$ cat src/rtl/dog_intro_sequencer_if.sv
`timescale 1ns/1ps
`default_nettype none
// ============================================================================
// Module  : dog_intro_sequencer_if
// Brief   : Control/strobe inputs and sprite outputs of the dog intro sequencer.
// Revision: 1.0 - initial release
// ============================================================================
interface dog_intro_sequencer_if;
  logic       frame_clk;
  logic       start;
  logic       skip;
  logic [9:0] Dog_X;
  logic [9:0] Dog_Y;
  logic [4:0] Frame;
  logic       jump2Signal;
  logic       resetSignal;
  logic       busy;
  logic       intro_done;

  modport master (
    output frame_clk, start, skip,
    input  Dog_X, Dog_Y, Frame, jump2Signal, resetSignal, busy, intro_done
  );

  modport slave (
    input  frame_clk, start, skip,
    output Dog_X, Dog_Y, Frame, jump2Signal, resetSignal, busy, intro_done
  );
endinterface
`default_nettype wire

$ cat src/rtl/dog_intro_sequencer.sv
`timescale 1ns/1ps
`default_nettype none
// ============================================================================
// Module  : dog_intro_sequencer
// Brief   : Walk / sniff / jump / fall animation of the dog sprite, one step per frame.
// Revision: 1.0 - initial release
// ============================================================================
module dog_intro_sequencer #(
  parameter int WALK_START_X = 0,
  parameter int WALK_END_X   = 240,
  parameter int START_Y      = 330,
  parameter int STEP_X       = 1,
  parameter int ANIM_DIV     = 6,
  parameter int SNIFF_TICKS  = 60,
  parameter int JUMP_PEAK_Y  = 200,
  parameter int LAND_Y       = 310,
  parameter int JUMP_STEP    = 2
) (
  input  logic                  vga_clk,
  input  logic                  Reset,
  dog_intro_sequencer_if.slave  bus_if
);

  localparam int ANIM_W  = (ANIM_DIV > 1) ? $clog2(ANIM_DIV) : 1;
  localparam int SNIFF_W = (SNIFF_TICKS > 0) ? $clog2(SNIFF_TICKS + 1) : 1;

  localparam logic [9:0]         c_walk_start_x = 10'(WALK_START_X);
  localparam logic [9:0]         c_walk_end_x   = 10'(WALK_END_X);
  localparam logic [9:0]         c_start_y      = 10'(START_Y);
  localparam logic [9:0]         c_peak_y       = 10'(JUMP_PEAK_Y);
  localparam logic [9:0]         c_land_y       = 10'(LAND_Y);
  localparam logic [9:0]         c_jump_step    = 10'(JUMP_STEP);
  localparam logic [10:0]        c_step_x11     = 11'(STEP_X);
  localparam logic [10:0]        c_jump_step11  = 11'(JUMP_STEP);
  localparam logic [ANIM_W-1:0]  c_anim_last    = ANIM_W'(ANIM_DIV - 1);
  localparam logic [SNIFF_W-1:0] c_sniff_ticks  = SNIFF_W'(SNIFF_TICKS);

  typedef enum logic [2:0] {
    S_IDLE    = 3'd0,
    S_WALK    = 3'd1,
    S_SNIFF   = 3'd2,
    S_JUMP_UP = 3'd3,
    S_FALL    = 3'd4
  } state_e;

  state_e              state_q, state_d;
  logic [9:0]          dog_x_q, dog_x_d;
  logic [9:0]          dog_y_q, dog_y_d;
  logic [4:0]          frame_q, frame_d;
  logic [ANIM_W-1:0]   anim_q, anim_d;
  logic [SNIFF_W-1:0]  sniff_q, sniff_d;
  logic                jump2_q, jump2_d;
  logic                hidden_q, hidden_d;
  logic                busy_q, busy_d;
  logic                done_q, done_d;
  logic                f1_q, f2_q;

  logic                tick;
  logic                anim_wrap;
  logic [ANIM_W-1:0]   anim_next;
  logic [SNIFF_W-1:0]  sniff_inc;
  logic [10:0]         walk_sum;
  logic [10:0]         jump_limit;
  logic [10:0]         fall_sum;

  // Rising-edge detect of the frame strobe; a long high level yields one tick.
  always_ff @(posedge vga_clk or posedge Reset) begin
    if (Reset) begin
      f1_q <= 1'b0;
      f2_q <= 1'b0;
    end else begin
      f1_q <= bus_if.frame_clk;
      f2_q <= f1_q;
    end
  end

  assign tick       = f1_q & ~f2_q;
  assign anim_wrap  = (anim_q == c_anim_last);
  assign anim_next  = anim_wrap ? '0 : anim_q + ANIM_W'(1);
  assign sniff_inc  = sniff_q + SNIFF_W'(1);
  assign walk_sum   = {1'b0, dog_x_q} + c_step_x11;
  assign jump_limit = {1'b0, c_peak_y} + c_jump_step11;
  assign fall_sum   = {1'b0, dog_y_q} + c_jump_step11;

  always_ff @(posedge vga_clk or posedge Reset) begin
    if (Reset) begin
      state_q  <= S_IDLE;
      dog_x_q  <= c_walk_start_x;
      dog_y_q  <= c_start_y;
      frame_q  <= 5'd0;
      anim_q   <= '0;
      sniff_q  <= '0;
      jump2_q  <= 1'b0;
      hidden_q <= 1'b1;
      busy_q   <= 1'b0;
      done_q   <= 1'b0;
    end else begin
      state_q  <= state_d;
      dog_x_q  <= dog_x_d;
      dog_y_q  <= dog_y_d;
      frame_q  <= frame_d;
      anim_q   <= anim_d;
      sniff_q  <= sniff_d;
      jump2_q  <= jump2_d;
      hidden_q <= hidden_d;
      busy_q   <= busy_d;
      done_q   <= done_d;
    end
  end

  always_comb begin
    state_d  = state_q;
    dog_x_d  = dog_x_q;
    dog_y_d  = dog_y_q;
    frame_d  = frame_q;
    anim_d   = anim_q;
    sniff_d  = sniff_q;
    jump2_d  = jump2_q;
    hidden_d = hidden_q;
    done_d   = 1'b0;

    // Skip leaves position and frame frozen; only the visibility flags change.
    if ((state_q != S_IDLE) && bus_if.skip) begin
      state_d  = S_IDLE;
      jump2_d  = 1'b0;
      hidden_d = 1'b1;
      done_d   = 1'b1;
    end else begin
      unique case (state_q)
        S_IDLE: begin
          if (bus_if.start) begin
            state_d  = S_WALK;
            dog_x_d  = c_walk_start_x;
            dog_y_d  = c_start_y;
            frame_d  = 5'd0;
            anim_d   = '0;
            sniff_d  = '0;
            jump2_d  = 1'b0;
            hidden_d = 1'b0;
          end
        end

        S_WALK: begin
          if (tick) begin
            anim_d = anim_next;
            if (anim_wrap) begin
              frame_d = {3'b000, frame_q[1:0] + 2'd1};
            end
            if (walk_sum >= {1'b0, c_walk_end_x}) begin
              dog_x_d = c_walk_end_x;
              state_d = S_SNIFF;
              frame_d = 5'd4;
              anim_d  = '0;
              sniff_d = '0;
            end else begin
              dog_x_d = walk_sum[9:0];
            end
          end
        end

        S_SNIFF: begin
          if (tick) begin
            sniff_d = sniff_inc;
            anim_d  = anim_next;
            if (anim_wrap) begin
              frame_d = (frame_q == 5'd4) ? 5'd5 : 5'd4;
            end
            if (sniff_inc == c_sniff_ticks) begin
              state_d = S_JUMP_UP;
              frame_d = 5'd6;
            end
          end
        end

        S_JUMP_UP: begin
          if (tick) begin
            if ({1'b0, dog_y_q} <= jump_limit) begin
              dog_y_d = c_peak_y;
              state_d = S_FALL;
              frame_d = 5'd7;
              jump2_d = 1'b1;
            end else begin
              dog_y_d = dog_y_q - c_jump_step;
            end
          end
        end

        S_FALL: begin
          if (tick) begin
            if (fall_sum >= {1'b0, c_land_y}) begin
              dog_y_d  = c_land_y;
              state_d  = S_IDLE;
              jump2_d  = 1'b0;
              hidden_d = 1'b1;
              done_d   = 1'b1;
            end else begin
              dog_y_d = fall_sum[9:0];
            end
          end
        end

        default: begin
          state_d = S_IDLE;
        end
      endcase
    end

    busy_d = (state_d != S_IDLE);
  end

  assign bus_if.Dog_X       = dog_x_q;
  assign bus_if.Dog_Y       = dog_y_q;
  assign bus_if.Frame       = frame_q;
  assign bus_if.jump2Signal = jump2_q;
  assign bus_if.resetSignal = hidden_q;
  assign bus_if.busy        = busy_q;
  assign bus_if.intro_done  = done_q;

endmodule
`default_nettype wire

$ cat src/flat_wrapper.sv
// flat-port wrapper written by rule: the top's interface ports become plain ports
module dog_intro_sequencer_flat 
#(
  parameter int WALK_START_X = 0,
  parameter int WALK_END_X   = 240,
  parameter int START_Y      = 330,
  parameter int STEP_X       = 1,
  parameter int ANIM_DIV     = 6,
  parameter int SNIFF_TICKS  = 60,
  parameter int JUMP_PEAK_Y  = 200,
  parameter int LAND_Y       = 310,
  parameter int JUMP_STEP    = 2
)
  (vga_clk, Reset, bus_if_frame_clk, bus_if_start, bus_if_skip, bus_if_Dog_X, bus_if_Dog_Y, bus_if_Frame, bus_if_jump2Signal, bus_if_resetSignal, bus_if_busy, bus_if_intro_done);
  dog_intro_sequencer_if bus_if_i ();
  input  logic vga_clk;
  input  logic Reset;
  input wire logic [$bits(bus_if_i.frame_clk)-1:0] bus_if_frame_clk;
  input wire logic [$bits(bus_if_i.start)-1:0] bus_if_start;
  input wire logic [$bits(bus_if_i.skip)-1:0] bus_if_skip;
  output wire logic [$bits(bus_if_i.Dog_X)-1:0] bus_if_Dog_X;
  output wire logic [$bits(bus_if_i.Dog_Y)-1:0] bus_if_Dog_Y;
  output wire logic [$bits(bus_if_i.Frame)-1:0] bus_if_Frame;
  output wire logic [$bits(bus_if_i.jump2Signal)-1:0] bus_if_jump2Signal;
  output wire logic [$bits(bus_if_i.resetSignal)-1:0] bus_if_resetSignal;
  output wire logic [$bits(bus_if_i.busy)-1:0] bus_if_busy;
  output wire logic [$bits(bus_if_i.intro_done)-1:0] bus_if_intro_done;
  assign bus_if_i.frame_clk = bus_if_frame_clk;
  assign bus_if_i.start = bus_if_start;
  assign bus_if_i.skip = bus_if_skip;
  assign bus_if_Dog_X = bus_if_i.Dog_X;
  assign bus_if_Dog_Y = bus_if_i.Dog_Y;
  assign bus_if_Frame = bus_if_i.Frame;
  assign bus_if_jump2Signal = bus_if_i.jump2Signal;
  assign bus_if_resetSignal = bus_if_i.resetSignal;
  assign bus_if_busy = bus_if_i.busy;
  assign bus_if_intro_done = bus_if_i.intro_done;
  dog_intro_sequencer #(.WALK_START_X(WALK_START_X), .WALK_END_X(WALK_END_X), .START_Y(START_Y), .STEP_X(STEP_X), .ANIM_DIV(ANIM_DIV), .SNIFF_TICKS(SNIFF_TICKS), .JUMP_PEAK_Y(JUMP_PEAK_Y), .LAND_Y(LAND_Y), .JUMP_STEP(JUMP_STEP)) u_core (.vga_clk(vga_clk), .Reset(Reset), .bus_if(bus_if_i));
endmodule
$ cat config.mk
export PLATFORM = sky130hd
export DESIGN_NAME = dog_intro_sequencer_flat
export DESIGN_NICKNAME = d
export VERILOG_FILES = /design/src/rtl/dog_intro_sequencer_if.sv /design/src/rtl/dog_intro_sequencer.sv /design/src/flat_wrapper.sv
export SDC_FILE = /design/constraint.sdc
export NUM_CORES = 1
export LEC_CHECK = 0
export BUFFER_PORTS_ARGS = -buffer_cell sky130_fd_sc_hd__clkbuf_2
export CAP_MARGIN = 20
export CORE_MARGIN = 8
export CORE_UTILIZATION = 52
export DETAILED_ROUTE_END_ITERATION = 7
export PLACE_DENSITY = 0.73
export SYNTH_ARGS = -nofsm -noshare
export SYNTH_HDL_FRONTEND = slang
export SYNTH_SLANG_ARGS = --single-unit
export TNS_END_PERCENT = 100
$ cat constraint.sdc
create_clock -name vga_clk -period 3.3 [get_ports vga_clk]
set_clock_uncertainty 0.15 [all_clocks]
set_input_delay 0.495 -clock vga_clk [delete_from_list [all_inputs] [get_ports vga_clk]]
set_output_delay 0.495 -clock vga_clk [all_outputs]
set_load 0.01 [all_outputs]
==> reports/results.ini, run 1 <==
[run_status]
status = finished, final reports clean

[clock_tree]
post_cts_buffers = 0
cts_tree = built
numCtsBuffers = 5
cts_sinks = 40
insertion_delay_ps = 290
ctsHoldBuffers = 0
root_buffer = clkbuf_8
cts_max_level = 2
clock_path_buffers = 2
cts.clk_slew.worst_paths_ps = 70
post_cts_resized = 0

[global_routing]
antenna_found_initial = 0
grt_overflow = 0
grt_first_pass_wirelength_um = 11900
grt_usage = 0.175
grt_max_degree = 41
grt_pass1_vias = 2480

[yosys]
ys.flop_type = dfrtp_1
synth_cell_type_count = 74
synth_top_family_by_area = compound AO/OA/AOI/OAI gates
synth-seq-area-share = 0.350
netlist_area_um2 = 2870
yosys.area_share.simple = 0.226
synth-compound-area-share = 0.285
synth-xor-area-share = 0.0213
synth_edf_count = 0
avgSynthCellArea_um2 = 9.09
synthMuxAreaShare = 0.0226
ys_ff_latch = 40
yosysWarnings = 0
synth_adder_area_share = 0.0374
async_reset_ff_frac = 1.00
syn_inst = 316

[timing]
grt_setup_unrepaired = no
setup_viol = 0
whs_ps = 150
maxSlewHeadroom = 0.529
hold_violations = 0
setup_slack_ps = 664
fin_setup_tns_ps = 0
layout_min_cycle_time_ps = 2640
slew_viol_final = 0
period_share = 0.799
worstMarginPinSlew_ps = 702
timing.fmax_ghz = 0.379

[place]
place_hpwl_um = 4970
portBuffers = 30
place.gp.congestion = 0.874
pre_cts_slack_ps = 675
placed_area_um2 = 3030
dp_cells = 405

[pwr]
p_per_area_nw_per_um2 = 559
p_leak_nw = 1.36
ir_worst_vdd_mv = 0.332
power.total_mw = 1.75

[final_layout]
area_growth_pct = 8.88
n_fill_cell = 494
drive_gt1_frac = 0.215
post-route-cell-area_um2 = 3130
multi_input_area_um2 = 1710
instances_no_fill = 412
utilization = 0.575
antenna_cells = 0
final_cell_mix = dfrtp_1 (35), clkbuf_2 (30), a21oi_1 (25)
regArea_um2 = 1010
final_common_cell = dfrtp_1
finalNetCount = 352

[route]
num_vias = 2561
wl_um = 6880
drtIter0Drc = 200
drt-vias-per-instance = 6.22
antenna_left = 0
first_pass_iters = 4
wl_per_cell_um = 16.7
drc = 0

[die]
core_um2 = 5440
io_pins = 34
die_y_um = 90.3
rows = 27
die_x_um = 90.3
initial_core_util = 0.528
dieArea_um2 = 8160

[worst_setup_path]
crit_type = reg2reg
worstReg2RegStart = u_core.bus_if.Dog_Y[1]
cpLargestDelayFamily = compound AO/OA/AOI/OAI gates
critPathLaunchType = flip-flop
r2r_slack_ps = 660
worstPathRequired_ps = 3350
cp_cell_sequence = ha_1, a21boi_1, o221ai_2, a21oi_1, o31a_1, or2_4, o41ai_2
cp_slowest_stage_delay_ps = 640
cp_num_buf_inv = 0
endpoint_kind = flip-flop
cp_slowest_cell = dfstp_2
r2r_cells = 7
critPathMaxFanout = 9
cp_data_arrival_time_ps = 2690
timing.rr.end = u_core.bus_if.Dog_Y[6]

[run]
maxCapViolCount = 0

[worst_hold_path]
min_path_type = in2async

-- sequential cells by signal, indices dropped and copies added (netlist names) --
register                   cells
u_core.bus_if.Dog_X           10
u_core.f2_q                    1
u_core.bus_if.jump2Signal      1
u_core.bus_if.busy             1
u_core.bus_if.Frame            3
u_core.sniff_q                 6
u_core.bus_if.intro_done       1
u_core.f1_q                    1
u_core.bus_if.resetSignal      1
u_core.state_q                 3
u_core.anim_q                  3
u_core.bus_if.Dog_Y            9
-- report_power, final --
| group | internal, mW | switching [mW] | total (mW) |
|---|---|---|---|
| clock | 0.186 | 0.164 | 0.350 |
| sequential | 0.573 | 0.142 | 0.715 |
| combinational | 0.291 | 0.395 | 0.686 |
| total | 1.05 | 0.700 | 1.75 |
-- cells by family (layout without fill, tap and decap cells) --
group / Yosys count / after routing
AO/OA/AOI/OAI: 110 / 110
XOR/XNOR: 7 / 7
adder cells (fa/ha/maj): 9 / 9
buffers and inverters: 31 / 53
flip-flops: 40 / 40
multiplexers: 5 / 5
other: 1 / 3
AND/OR/NAND/NOR: 113 / 113
-- worst max path at each step --
stage	slack [ps]	from	to	cells past startpoint
finish	660	u_core.bus_if.Dog_Y[1]	u_core.bus_if.Dog_Y[6]	7
global placement	760	u_core.bus_if.Dog_Y[1]	u_core.bus_if.Dog_Y[6]	7
CTS	670	u_core.bus_if.Dog_Y[1]	u_core.bus_if.Dog_Y[6]	7
floorplan	830	u_core.bus_if.Dog_Y[1]	u_core.bus_if.Dog_Y[6]	7
detailed placement	680	u_core.bus_if.Dog_Y[1]	u_core.bus_if.Dog_Y[6]	7
global route	510	u_core.state_q[0]	u_core.bus_if.Frame[0]	6
-- worst register-to-register path: cells and delay by family (launching register included) --
| family | cells | cell delay (ps) |
|---|---|---|
| compound gates | 5 | 1080 |
| simple gates | 1 | 280 |
| fa+ha+maj | 1 | 400 |
| flops | 1 | 640 |
-- synth_stat cells (4+ instances only) --
library cell	count	area share
buf_4	5	0.013
o21ai_0	15	0.026
o211ai_1	4	0.010
nand2b_1	5	0.011
nand3_1	11	0.019
buf_2	8	0.014
a21oi_1	25	0.044
o31a_1	4	0.012
and3_1	6	0.013
nor3_1	14	0.024
nor2_1	19	0.025
dfrtp_1	35	0.30
nand2_1	20	0.026
a221o_1	4	0.014
xor2_1	4	0.012
a31oi_1	6	0.013
o21a_1	4	0.010
o22ai_1	4	0.0087
o21ai_1	5	0.0087
or2_2	4	0.0087
dfstp_2	5	0.046
inv_1	13	0.017
ha_1	7	0.030
nor4_1	4	0.0087
nor2b_1	4	0.0087
-- per-layer routing --
metal,GRT usage,routed length [µm],vias up
li1,-,-,1230
met1,0.220,3150,1236
met2,0.287,3290,85
met3,0.0357,318,10
met4,0.0638,121,0
met5,0,0,-
-- cell type report --
class / count / share of cell area
flip-flops and latches: 40 / 0.322
repair buffers: 33 / 0.0552
well taps: 72 / 0.0288
clock buffers: 7 / 0.0308
multi-input cells: 247 / 0.548
inverters: 13 / 0.0156
(Power assumes the default switching activity.)
==> run 2: changes to the inputs <==
--- a/config.mk
+++ b/config.mk
@@ -10,7 +10,7 @@
 export CORE_MARGIN = 8
 export CORE_UTILIZATION = 52
 export DETAILED_ROUTE_END_ITERATION = 7
-export PLACE_DENSITY = 0.73
+export PLACE_DENSITY = 0.76
 export SYNTH_ARGS = -nofsm -noshare
 export SYNTH_HDL_FRONTEND = slang
 export SYNTH_SLANG_ARGS = --single-unit
==> constraint.sdc (replaced) <==
create_clock -name vga_clk -period 2.4 [get_ports vga_clk]
set_clock_uncertainty 0.15 [all_clocks]
set_input_delay 0.36 -clock vga_clk [delete_from_list [all_inputs] [get_ports vga_clk]]
set_output_delay 0.36 -clock vga_clk [all_outputs]
set_load 0.01 [all_outputs]
==> run 2 against run 1 <==
Effect of this change:
- the flow now finishes with violations (negative setup slack)
- critical path depth increased by 1
- critical endpoint unchanged
- setup slack worse by 680 ps
- sequential power is 30% higher
- sequential share of layout area fell by 2.8 points
- via count grew 6.8%
- clock power grew 27%
- cell area grew 9.4%
- combinational power is 72% higher
- power grew 46%
- first-iteration DRC count grew 48%
- non-clock buffer count grew 34
- flip-flop and latch count is the same
==> reports/results.ini, run 2 (same netlist as run 1, synthesis figures left out) <==
[die]
core_um2 = 5440  ; unchanged
die_y_um = 90.3  ; unchanged
io_pins = 34  ; unchanged
initial_core_util = 0.528  ; unchanged
dieArea_um2 = 8160  ; unchanged
die_x_um = 90.3  ; unchanged
rows = 27  ; unchanged

[timing]
fin_setup_tns_ps = -19.4  ; -19.4 ps
whs_ps = 3.01  ; -147 ps
slew_viol_final = 0  ; unchanged
period_share = 1.01  ; +0.209
maxSlewHeadroom = 0.625  ; +0.0959
layout_min_cycle_time_ps = 2420  ; -216 ps
timing.fmax_ghz = 0.413  ; +8.9%
hold_violations = 0  ; unchanged
setup_viol = 1  ; +1
setup_slack_ps = -19.4  ; -684 ps
worstMarginPinSlew_ps = 558  ; -144 ps
grt_setup_unrepaired = yes

[route]
drtIter0Drc = 295  ; +48%
antenna_left = 0  ; unchanged
drt-vias-per-instance = 6.12  ; -1.6%
wl_per_cell_um = 17.0  ; +1.7%
first_pass_iters = 5  ; +1
wl_um = 7590  ; +10%
num_vias = 2734  ; +6.8%
drc = 0  ; unchanged

[clock_tree]
numCtsBuffers = 5  ; unchanged
ctsHoldBuffers = 0  ; unchanged
cts_sinks = 40  ; unchanged
cts_max_level = 2  ; unchanged
clock_path_buffers = 2  ; unchanged
insertion_delay_ps = 300  ; about the same
cts.clk_slew.worst_paths_ps = 80  ; about the same
cts_tree = built
root_buffer = clkbuf_8

[run]
maxCapViolCount = 0  ; unchanged

[global_routing]
grt_usage = 0.181  ; +0.00609
grt_max_degree = 41  ; unchanged
grt_first_pass_wirelength_um = 12400  ; +4.2%
grt_overflow = 0  ; unchanged
grt_pass1_vias = 2589  ; +4.4%
antenna_found_initial = 0  ; unchanged

[run_status]
status = finished, violations left
violations = negative setup slack

[worst_setup_path]
crit_type = reg2reg
cp-startpoint = u_core.bus_if.Dog_Y[1]
r2r_cells = 8  ; +1
cp_data_arrival_time_ps = 2470  ; -220 ps
endpoint = u_core.bus_if.Dog_Y[6]
worstPathRequired_ps = 2450  ; -900 ps
endpoint_kind = flip-flop
worstReg2RegStart = u_core.bus_if.Dog_Y[1]
critPathLaunchType = flip-flop
timing.rr.end = u_core.bus_if.Dog_Y[6]
r2r_slack_ps = -20  ; -680 ps
critPathMaxFanout = 6  ; -3

[final_layout]
post-route-cell-area_um2 = 3420  ; +9.4%
instances_no_fill = 447  ; +8.5%
finalNetCount = 386  ; +9.7%
area_growth_pct = 19.2
utilization = 0.630  ; +0.0543
drive_gt1_frac = 0.296  ; +0.0813
largest_register_ffs = 10  ; unchanged
final_common_cell = dfrtp_1
final_cell_mix = dfrtp_1 (35), buf_4 (34), clkbuf_2 (30)
antenna_cells = 0  ; unchanged

[pwr]
ir_worst_vdd_mv = 0.409  ; +23%
p_leak_nw = 1.51  ; +12%
p_per_area_nw_per_um2 = 746  ; +33%

[place]
dp_cells = 434  ; +7.2%
portBuffers = 30  ; unchanged
placed_area_um2 = 3250  ; +7.2%
place.gp.congestion = 0.938  ; +7.4%
place_hpwl_um = 5400  ; +8.7%

[worst_hold_path]
min_path_type = in2async

-- run 2: changes by cell type in the layout (fill, tap and decap cells not counted), moves of 2 or more --
cell,before,now
buf_4,3,34
buf_6,0,2
clkbuf_1,0,2
clkbuf_8,7,5
ha_1,7,5
ha_4,0,2
-- run 2: worst min path at each step --
stage                                   to  cells after the start
CTS                            u_core.f1_q                      1
global placement               u_core.f2_q                      0
finish              u_core.bus_if.Dog_Y[9]                      3
detailed placement             u_core.f2_q                      0
global route                   u_core.f1_q                      1
floorplan                      u_core.f2_q                      0
-- run 2: layer usage --
layer | part of all wire | vias to the layer above | wire, µm | global-route usage
li1 | - | 1302 | - | -
met1 | 0.46 | 1300 | 3490 | 0.242
met2 | 0.45 | 118 | 3440 | 0.280
met3 | 0.071 | 14 | 535 | 0.0382
met4 | 0.015 | 0 | 114 | 0.0624
met5 | 0 | - | 0 | 0
-- run 2: timing repair --
action                     CTS  global route
buffers inserted             1             4
resized for setup            2             8
setup endpoints to repair    3            13
pin swaps                    1             8
-- run 2: area by class of cell --
type,count,area (µm²)
multi-input cells,247,1760
fillers,473,2010
well taps,72,90.1
inverters,13,51.3
repair buffers,67,433
flip-flops and latches,40,1010
clock inverters,1,5.00
clock buffers,7,76.3
-- run 2: critical path, cell delays in order, from the launching register on --
cell	delay (ps)
dfstp_2	620
buf_6	130
buf_6	100
nand4_4	90
nor3_2	190
a21oi_1	60
o31a_1	390
or2_4	310
o41ai_2	270
-- run 2: report_power, final --
group | internal [mW] | switching [mW] | total [mW] | leakage [nW]
sequential | 0.789 | 0.142 | 0.930 | 0.522
clock | 0.204 | 0.238 | 0.443 | 0.0422
combinational | 0.519 | 0.662 | 1.18 | 0.951
-- run 2: per-stage QoR --
stage          power, mW  worst slack (ps)
2_1_floorplan       1.70              29.1
3_3_place_gp        2.03              44.5
3_5_place_dp        2.06             -53.6
4_1_cts             2.53              6.43
5_1_grt             2.72             -92.0
6_report            2.55             -19.4
